[config.mk]
export PLATFORM = sky130hd
export DESIGN_NAME = mem_access
export DESIGN_NICKNAME = d
export VERILOG_FILES = /design/src/rtl/mem_access_pkg.sv /design/src/rtl/mem_lane_unit.sv /design/src/rtl/mem_access.sv
export SDC_FILE = /design/constraint.sdc
export NUM_CORES = 1
export LEC_CHECK = 0
export BUFFER_PORTS_ARGS = -buffer_cell sky130_fd_sc_hd__buf_2
export CAP_MARGIN = 25
export CORE_AREA = 2 2 150 152
export CTS_CLUSTER_DIAMETER = 50
export DETAILED_ROUTE_END_ITERATION = 7
export DIE_AREA = 0 0 152 154
export PLACE_DENSITY_LB_ADDON = 0.2
export SKIP_LAST_GASP = 1
export SLEW_MARGIN = 20
export SYNTH_ARGS = -nofsm -noshare
export SYNTH_HDL_FRONTEND = slang
export SYNTH_SLANG_ARGS = --single-unit
export TNS_END_PERCENT = 100
[constraint.sdc]
create_clock -name clk -period 3.8 [get_ports clk]
set_clock_uncertainty 0.2 [all_clocks]
set_input_delay 0.76 -clock clk [delete_from_list [all_inputs] [get_ports clk]]
set_output_delay 0.76 -clock clk [all_outputs]
set_load 0.01 [all_outputs]
[src/rtl/mem_access_pkg.sv]
// Shared definitions for the MEM stage: load/store op encodings, FSM states
// and pipeline constants.
package mem_access_pkg;

    localparam int unsigned WORD_W = 32;

    localparam logic [3:0] MEM_OP_NONE = 4'd0;
    localparam logic [3:0] MEM_OP_LB   = 4'd1;
    localparam logic [3:0] MEM_OP_LBU  = 4'd2;
    localparam logic [3:0] MEM_OP_LH   = 4'd3;
    localparam logic [3:0] MEM_OP_LHU  = 4'd4;
    localparam logic [3:0] MEM_OP_LW   = 4'd5;
    localparam logic [3:0] MEM_OP_SB   = 4'd6;
    localparam logic [3:0] MEM_OP_SH   = 4'd7;
    localparam logic [3:0] MEM_OP_SW   = 4'd8;

    typedef enum logic [1:0] {
        ST_IDLE = 2'd0,
        ST_WAIT = 2'd1,
        ST_DONE = 2'd2
    } state_t;

    localparam logic [WORD_W-1:0] ZeroWord     = 32'h0000_0000;
    localparam logic [4:0]        NOPRegAddr   = 5'd0;
    localparam logic              WriteEnable  = 1'b1;
    localparam logic              WriteDisable = 1'b0;

endpackage

[src/rtl/mem_lane_unit.sv]
// Byte-lane logic for loads/stores (purely combinational).
// Ports:
//   op, addr_lo          : memory op and low address bits
//   st_data, rdata       : store source value, bus read data
//   is_load_c/is_store_c : decoded access type (ops 9-15 decode as neither)
//   misaligned_c         : half/word access not naturally aligned
//   sel_c, wdata_c       : byte selects and replicated store data
//   ld_data_c            : selected lane(s) of rdata, sign/zero extended
module mem_lane_unit
    import mem_access_pkg::*;
#(
    parameter int unsigned BIG_ENDIAN = 1
) (
    input  logic [3:0]  op,
    input  logic [1:0]  addr_lo,
    input  logic [31:0] st_data,
    input  logic [31:0] rdata,
    output logic        is_load_c,
    output logic        is_store_c,
    output logic        misaligned_c,
    output logic [3:0]  sel_c,
    output logic [31:0] wdata_c,
    output logic [31:0] ld_data_c
);

    // Physical lane index: lane i is rdata[8i+7:8i]. Big-endian puts addr 0 in lane 3.
    logic [1:0]  byte_lane;
    logic        half_hi;
    logic [7:0]  byte_v;
    logic [15:0] half_v;

    assign byte_lane = (BIG_ENDIAN != 0) ? ~addr_lo : addr_lo;
    assign half_hi   = (BIG_ENDIAN != 0) ? ~addr_lo[1] : addr_lo[1];
    assign byte_v    = rdata[{byte_lane, 3'b000} +: 8];
    assign half_v    = half_hi ? rdata[31:16] : rdata[15:0];

    // Decode op into lane selects, store replication and load extension.
    always_comb begin
        is_load_c    = 1'b0;
        is_store_c   = 1'b0;
        misaligned_c = 1'b0;
        sel_c        = 4'b0000;
        wdata_c      = ZeroWord;
        ld_data_c    = ZeroWord;
        case (op)
            MEM_OP_LB, MEM_OP_LBU: begin
                is_load_c = 1'b1;
                sel_c     = 4'(4'b0001 << byte_lane);
                ld_data_c = (op == MEM_OP_LB) ? {{24{byte_v[7]}}, byte_v} : {24'h000000, byte_v};
            end
            MEM_OP_LH, MEM_OP_LHU: begin
                is_load_c    = 1'b1;
                misaligned_c = addr_lo[0];
                sel_c        = half_hi ? 4'b1100 : 4'b0011;
                ld_data_c    = (op == MEM_OP_LH) ? {{16{half_v[15]}}, half_v} : {16'h0000, half_v};
            end
            MEM_OP_LW: begin
                is_load_c    = 1'b1;
                misaligned_c = (addr_lo != 2'b00);
                sel_c        = 4'b1111;
                ld_data_c    = rdata;
            end
            MEM_OP_SB: begin
                is_store_c = 1'b1;
                sel_c      = 4'(4'b0001 << byte_lane);
                wdata_c    = {4{st_data[7:0]}};
            end
            MEM_OP_SH: begin
                is_store_c   = 1'b1;
                misaligned_c = addr_lo[0];
                sel_c        = half_hi ? 4'b1100 : 4'b0011;
                wdata_c      = {2{st_data[15:0]}};
            end
            MEM_OP_SW: begin
                is_store_c   = 1'b1;
                misaligned_c = (addr_lo != 2'b00);
                sel_c        = 4'b1111;
                wdata_c      = st_data;
            end
            default: ;
        endcase
    end

endmodule

[src/rtl/mem_access.sv]
// MEM pipeline stage: passes ALU/HI-LO results through and runs loads/stores
// over a req/ack data bus with wait states, stall request, alignment check
// and bus timeout.
// Ports:
//   clk, rst (sync, active-high)
//   mem_op_i, mem_addr_i, st_data_i        : access from EX/MEM
//   wd_i/wreg_i/wdata_i, hi_i/lo_i/whilo_i : writeback results from EX/MEM
//   wd_o/wreg_o/wdata_o, hi_o/lo_o/whilo_o : to MEM/WB
//   stall_req_o, align_exc_o, bus_err_o    : pipeline control / exceptions
//   mem_req_o, mem_we_o, mem_addr_o, mem_sel_o, mem_wdata_o : data bus request
//   mem_ack_i, mem_err_i, mem_rdata_i      : data bus response
module mem_access
    import mem_access_pkg::*;
#(
    parameter int unsigned ADDR_W      = 32,
    parameter int unsigned REG_ADDR_W  = 5,
    parameter int unsigned BIG_ENDIAN  = 1,
    parameter int unsigned TIMEOUT_CYC = 255
) (
    input  logic                  clk,
    input  logic                  rst,
    input  logic [3:0]            mem_op_i,
    input  logic [ADDR_W-1:0]     mem_addr_i,
    input  logic [31:0]           st_data_i,
    input  logic [REG_ADDR_W-1:0] wd_i,
    input  logic                  wreg_i,
    input  logic [31:0]           wdata_i,
    input  logic [31:0]           hi_i,
    input  logic [31:0]           lo_i,
    input  logic                  whilo_i,
    output logic [REG_ADDR_W-1:0] wd_o,
    output logic                  wreg_o,
    output logic [31:0]           wdata_o,
    output logic [31:0]           hi_o,
    output logic [31:0]           lo_o,
    output logic                  whilo_o,
    output logic                  stall_req_o,
    output logic                  align_exc_o,
    output logic                  bus_err_o,
    output logic                  mem_req_o,
    output logic                  mem_we_o,
    output logic [ADDR_W-1:0]     mem_addr_o,
    output logic [3:0]            mem_sel_o,
    output logic [31:0]           mem_wdata_o,
    input  logic                  mem_ack_i,
    input  logic                  mem_err_i,
    input  logic [31:0]           mem_rdata_i
);

    localparam int unsigned CNT_W = $clog2(TIMEOUT_CYC + 1);

    state_t         state;
    logic [CNT_W-1:0] wait_cnt;
    logic [31:0]    load_q;
    logic           err_q;

    logic           is_load;
    logic           is_store;
    logic           misaligned;
    logic [3:0]     sel;
    logic [31:0]    st_wdata;
    logic [31:0]    ld_data;

    mem_lane_unit #(
        .BIG_ENDIAN (BIG_ENDIAN)
    ) u_lane (
        .op           (mem_op_i),
        .addr_lo      (mem_addr_i[1:0]),
        .st_data      (st_data_i),
        .rdata        (mem_rdata_i),
        .is_load_c    (is_load),
        .is_store_c   (is_store),
        .misaligned_c (misaligned),
        .sel_c        (sel),
        .wdata_c      (st_wdata),
        .ld_data_c    (ld_data)
    );

    // State, wait counter and captured load data. The counter is 1 in the
    // first WAIT cycle, so a timeout fires in the TIMEOUT_CYC-th WAIT cycle.
    always_ff @(posedge clk) begin
        if (rst) begin
            state    <= ST_IDLE;
            wait_cnt <= '0;
            load_q   <= ZeroWord;
            err_q    <= 1'b0;
        end else begin
            case (state)
                ST_IDLE: begin
                    if ((is_load || is_store) && !misaligned) begin
                        state    <= ST_WAIT;
                        wait_cnt <= CNT_W'(1);
                        err_q    <= 1'b0;
                    end
                end
                ST_WAIT: begin
                    // Error beats ack; ack beats timeout.
                    if (mem_err_i) begin
                        err_q <= 1'b1;
                        state <= ST_DONE;
                    end else if (mem_ack_i) begin
                        load_q <= ld_data;
                        state  <= ST_DONE;
                    end else if (wait_cnt == CNT_W'(TIMEOUT_CYC)) begin
                        err_q <= 1'b1;
                        state <= ST_DONE;
                    end else begin
                        wait_cnt <= wait_cnt + CNT_W'(1);
                    end
                end
                ST_DONE: begin
                    state    <= ST_IDLE;
                    wait_cnt <= '0;
                end
                default: state <= ST_IDLE;
            endcase
        end
    end

    // Stage outputs. Reset forces every output low so a request in flight
    // is dropped at once. Writeback and HI/LO commit are suppressed while
    // stalled so they happen exactly once, in DONE.
    always_comb begin
        wd_o        = wd_i;
        wreg_o      = wreg_i;
        wdata_o     = wdata_i;
        hi_o        = hi_i;
        lo_o        = lo_i;
        whilo_o     = whilo_i;
        stall_req_o = 1'b0;
        align_exc_o = 1'b0;
        bus_err_o   = 1'b0;
        mem_req_o   = 1'b0;
        mem_we_o    = 1'b0;
        mem_addr_o  = '0;
        mem_sel_o   = 4'b0000;
        mem_wdata_o = ZeroWord;
        if (rst) begin
            wd_o    = REG_ADDR_W'(NOPRegAddr);
            wreg_o  = WriteDisable;
            wdata_o = ZeroWord;
            hi_o    = ZeroWord;
            lo_o    = ZeroWord;
            whilo_o = WriteDisable;
        end else begin
            case (state)
                ST_IDLE: begin
                    if (misaligned) begin
                        align_exc_o = 1'b1;
                        wreg_o      = WriteDisable;
                    end else if (is_load || is_store) begin
                        stall_req_o = 1'b1;
                        wreg_o      = WriteDisable;
                        whilo_o     = WriteDisable;
                        mem_req_o   = 1'b1;
                        mem_we_o    = is_store;
                        mem_addr_o  = {mem_addr_i[ADDR_W-1:2], 2'b00};
                        mem_sel_o   = sel;
                        mem_wdata_o = st_wdata;
                    end
                end
                ST_WAIT: begin
                    // Inputs are held while stalled, so the request stays stable.
                    stall_req_o = 1'b1;
                    wreg_o      = WriteDisable;
                    whilo_o     = WriteDisable;
                    mem_req_o   = 1'b1;
                    mem_we_o    = is_store;
                    mem_addr_o  = {mem_addr_i[ADDR_W-1:2], 2'b00};
                    mem_sel_o   = sel;
                    mem_wdata_o = st_wdata;
                end
                ST_DONE: begin
                    if (is_load) begin
                        wdata_o = load_q;
                    end
                    if (err_q) begin
                        wreg_o    = WriteDisable;
                        bus_err_o = 1'b1;
                    end
                end
                default: ;
            endcase
        end
    end

endmodule

==> run_results.csv <==
group,metric,value,unit
synthesis,synth_edf_count,0,
cts,clk_latency,280,ps
cts,hold_buffers,0,
worst_setup_path,cp_max_fo,34,
cts,max-clock-path-buffers,2,
synthesis,synth_fa_ha_area_share,1.478,%
floorplanning,coreArea,21690,µm²
floorplanning,rows,54,
detailed_routing,drc_errors,0,
worst_setup_path,regToRegSetupSlack,1160,ps
synthesis,yosys.area.top_type,"dfxtp_1",
cts,cts_sinks,43,
sta,finalHoldViolCount,0,
detailed_routing,wl_per_cell,15.58,µm
worst_setup_path,end_kind,"output port",
sta,slew_headroom,54.97,%
power,power_density,297.7,nW/µm²
detailed_routing,top_layer,"met4",
power,p_leak,3.383,nW
synthesis,synth_cells,617,
final_layout,layout_common_cells,"buf_2 (379), nand2_1 (95), nor2b_1 (77), nor2_1 (75), a21oi_1 (51)",
detailed_routing,num_vias,5709,
final_layout,antenna_cells,0,
cts,clkTransAtPathRegs,70,ps
power,total_power,1.973,mW
synthesis,synthXorXnorAreaFrac,0.4140,%
global_route,overflow,0,
synthesis,yosysTopAreaCellShare,20.34,%
sta,tns,0,ps
floorplanning,start_util,19.51,%
final_layout,final-seq-area,860.8,µm²
sta,tightestPinTransition,675.4,ps
outcome,status,"finished, final reports clean",
synthesis,synthFlopType,"dfxtp_1",
final_layout,multi_input_area,3108,µm²
sta,max_clock_freq,0.2873,GHz
detailed_routing,dr_wl_met3,1250,µm
hold_path,holdCritPathClass,"reg -> reg",
synthesis,synth_compound_area_share,26.40,%
global_route,grt_start_max_net_pins,70,
synthesis,yosys-top-cells-area,"dfxtp_1 (20%), nor2b_1 (11%), nand2_1 (8.4%)",
synthesis,synth_top_family_by_area,"simple AND/OR/NAND/NOR gates",
sta,period_share,91.59,%
final_layout,layout.nets,1185,
cts,cts_root_buf,"clkbuf_16",
detailed_routing,first_pass_iters,5,
place,hpwlAfterDp,15820,µm
place,io_buffers,380,
synthesis,syn_area,4232,µm²
detailed_routing,wl,19530,µm
global_route,grt_pass1_vias,5445,
cts,htreeDepth,2,
detailed_routing,drtIter0Drc,367,
floorplanning,die_w,152,µm
worst_setup_path,start_kind,"input pin",
worst_setup_path,crit_type,"in -> out",
cts,cts_buffers,5,
power,internal-power,1.202,mW
flow_run,max_cap_viol_count,0,
synthesis,synth_warnings,0,
detailed_routing,wl_met2,9684,µm
power,p_comb_share,49.1,%
power,p_sw,771.4,µW
final_layout,num-fill-cells,2407,
global_route,grt_pass1_wl,29900,µm
final_layout,layout-drive-gt1-share,44.66,%
power,p_seq_share,25.2,%
cts,cts_tree,"yes",
synthesis,synth-seq-area-share,20.34,%
worst_setup_path,cp_data_arrival_time,2520,ps
cts,post_cts_buffers,0,
synthesis,async_flop_share,0,%
detailed_routing,ant_nets,0,
synthesis,synth.avg_cell_area,6.858,µm²
sta,finalSetupViolations,0,
power,power.share.clock,25.7,%
synthesis,synth_cell_types,58,
sta,finalCriticalPeriod,3480,ps
floorplanning,dieArea,23410,µm²
sta,finalMaxSlewViolations,0,
power,vdd_drop_max,0.0001753,V
detailed_routing,met1Wirelength,8371,µm
synthesis,ys_seq_elements,43,
detailed_routing,viasPerCell,4.553,
power,switching_share,39.09,%
floorplanning,die_h,154,µm
global_route,track_usage,15.64,%
synthesis,synth.mux.area_fraction,6.830,%
worst_setup_path,cp.required,2840,ps
place,gp_congestion,0.8325,
global_route,antenna_found_initial,1,
sta,rsz0062_at_grt,"false",
floorplanning,ios,383,
final_layout,final_common_cell,"buf_2",
synthesis,yosys.area_share.simple,38.11,%
final_layout,area_growth,56.62,%
area by class of cell:
type | instances | area share [%]
flip-flops and latches | 43 | 12.99
well taps | 280 | 5.286
clock buffers | 5 | 1.888
inverters | 9 | 0.5097
clock inverters | 3 | 0.7174
repair buffers | 403 | 31.72
multi-input cells | 511 | 46.89
power groups by stage:
stage               clock network, mW  logic, mW  registers, mW
finish                          0.508      0.968          0.498
global route                    0.540       1.08          0.502
CTS                             0.527      0.979          0.498
detailed placement                  0      0.974          0.509
global placement                    0      0.978          0.508
floorplan                           0      0.570          0.502
layer usage:
| metal | GRT usage, % | vias up |
|---|---|---|
| met5 | 0 | - |
| met4 | 3.026 | 0 |
| met3 | 2.875 | 13 |
| met2 | 27.86 | 249 |
| met1 | 19.77 | 2569 |
| li1 | - | 2878 |
through the flow:
step | cells | util [%] | setup WS (ps) | hold WS [ps] | area, µm²
after CTS | 1254 | 30.55 | 93.27 | 264.8 | 6626
after detailed placement | 1246 | 29.76 | 98.07 | 246.5 | 6454
final | 1254 | 30.56 | 319.7 | 258.6 | 6628
after floorplan | 618 | - | 408.5 | 224.9 | 4235
after global routing | 1254 | 30.56 | 148.7 | 285.6 | 6628
after global placement | 1246 | 29.76 | 189.9 | 241.1 | 6454
registers in the layout, indices dropped and copies added, names as in the netlist:
signal / cells
state: 2
wait_cnt: 8
load_q: 32
err_q: 1
worst paths after layout:
check                    from              to  depth (start not counted)
hold reg to reg    load_q[14]      load_q[14]                          2
hold / removal     load_q[14]      load_q[14]                          2
setup / recovery  mem_op_i[3]  mem_addr_o[10]                          7
setup reg to reg     state[1]      load_q[17]                         10
critical path, stage by stage:
cell     delay [ps]
buf_2           240
or4b_1          500
o21ai_1         220
nor3_1           70
o21a_2          360
and2_1          230
buf_2           130
cell usage after synthesis, types with 8 or more instances:
library cell / number
a211oi_1: 8
mux2i_1: 12
nand3_1: 11
inv_1: 9
a221o_1: 17
nand2_1: 95
and2_1: 33
mux2_2: 11
a221oi_1: 8
o21ai_0: 18
dfxtp_1: 43
nor2_1: 75
a21oi_1: 51
clkbuf_1: 39
nor2b_1: 77
a22oi_1: 17
kinds of logic after synthesis:
family,Yosys count
flip-flops,43
multiplexers,25
AO/OA/AOI/OAI,157
XOR/XNOR,2
buffers and inverters,64
other,1
adder cells (fa/ha/maj),5
AND/OR/NAND/NOR,320
timing repair:
item / 4_1_cts / 5_1_grt
resized for setup: 0 / 1
setup endpoints to repair: 0 / 32
endpoints found under the hold margin: 0 / 0
Note: power is estimated with default switching activity, not from simulation.
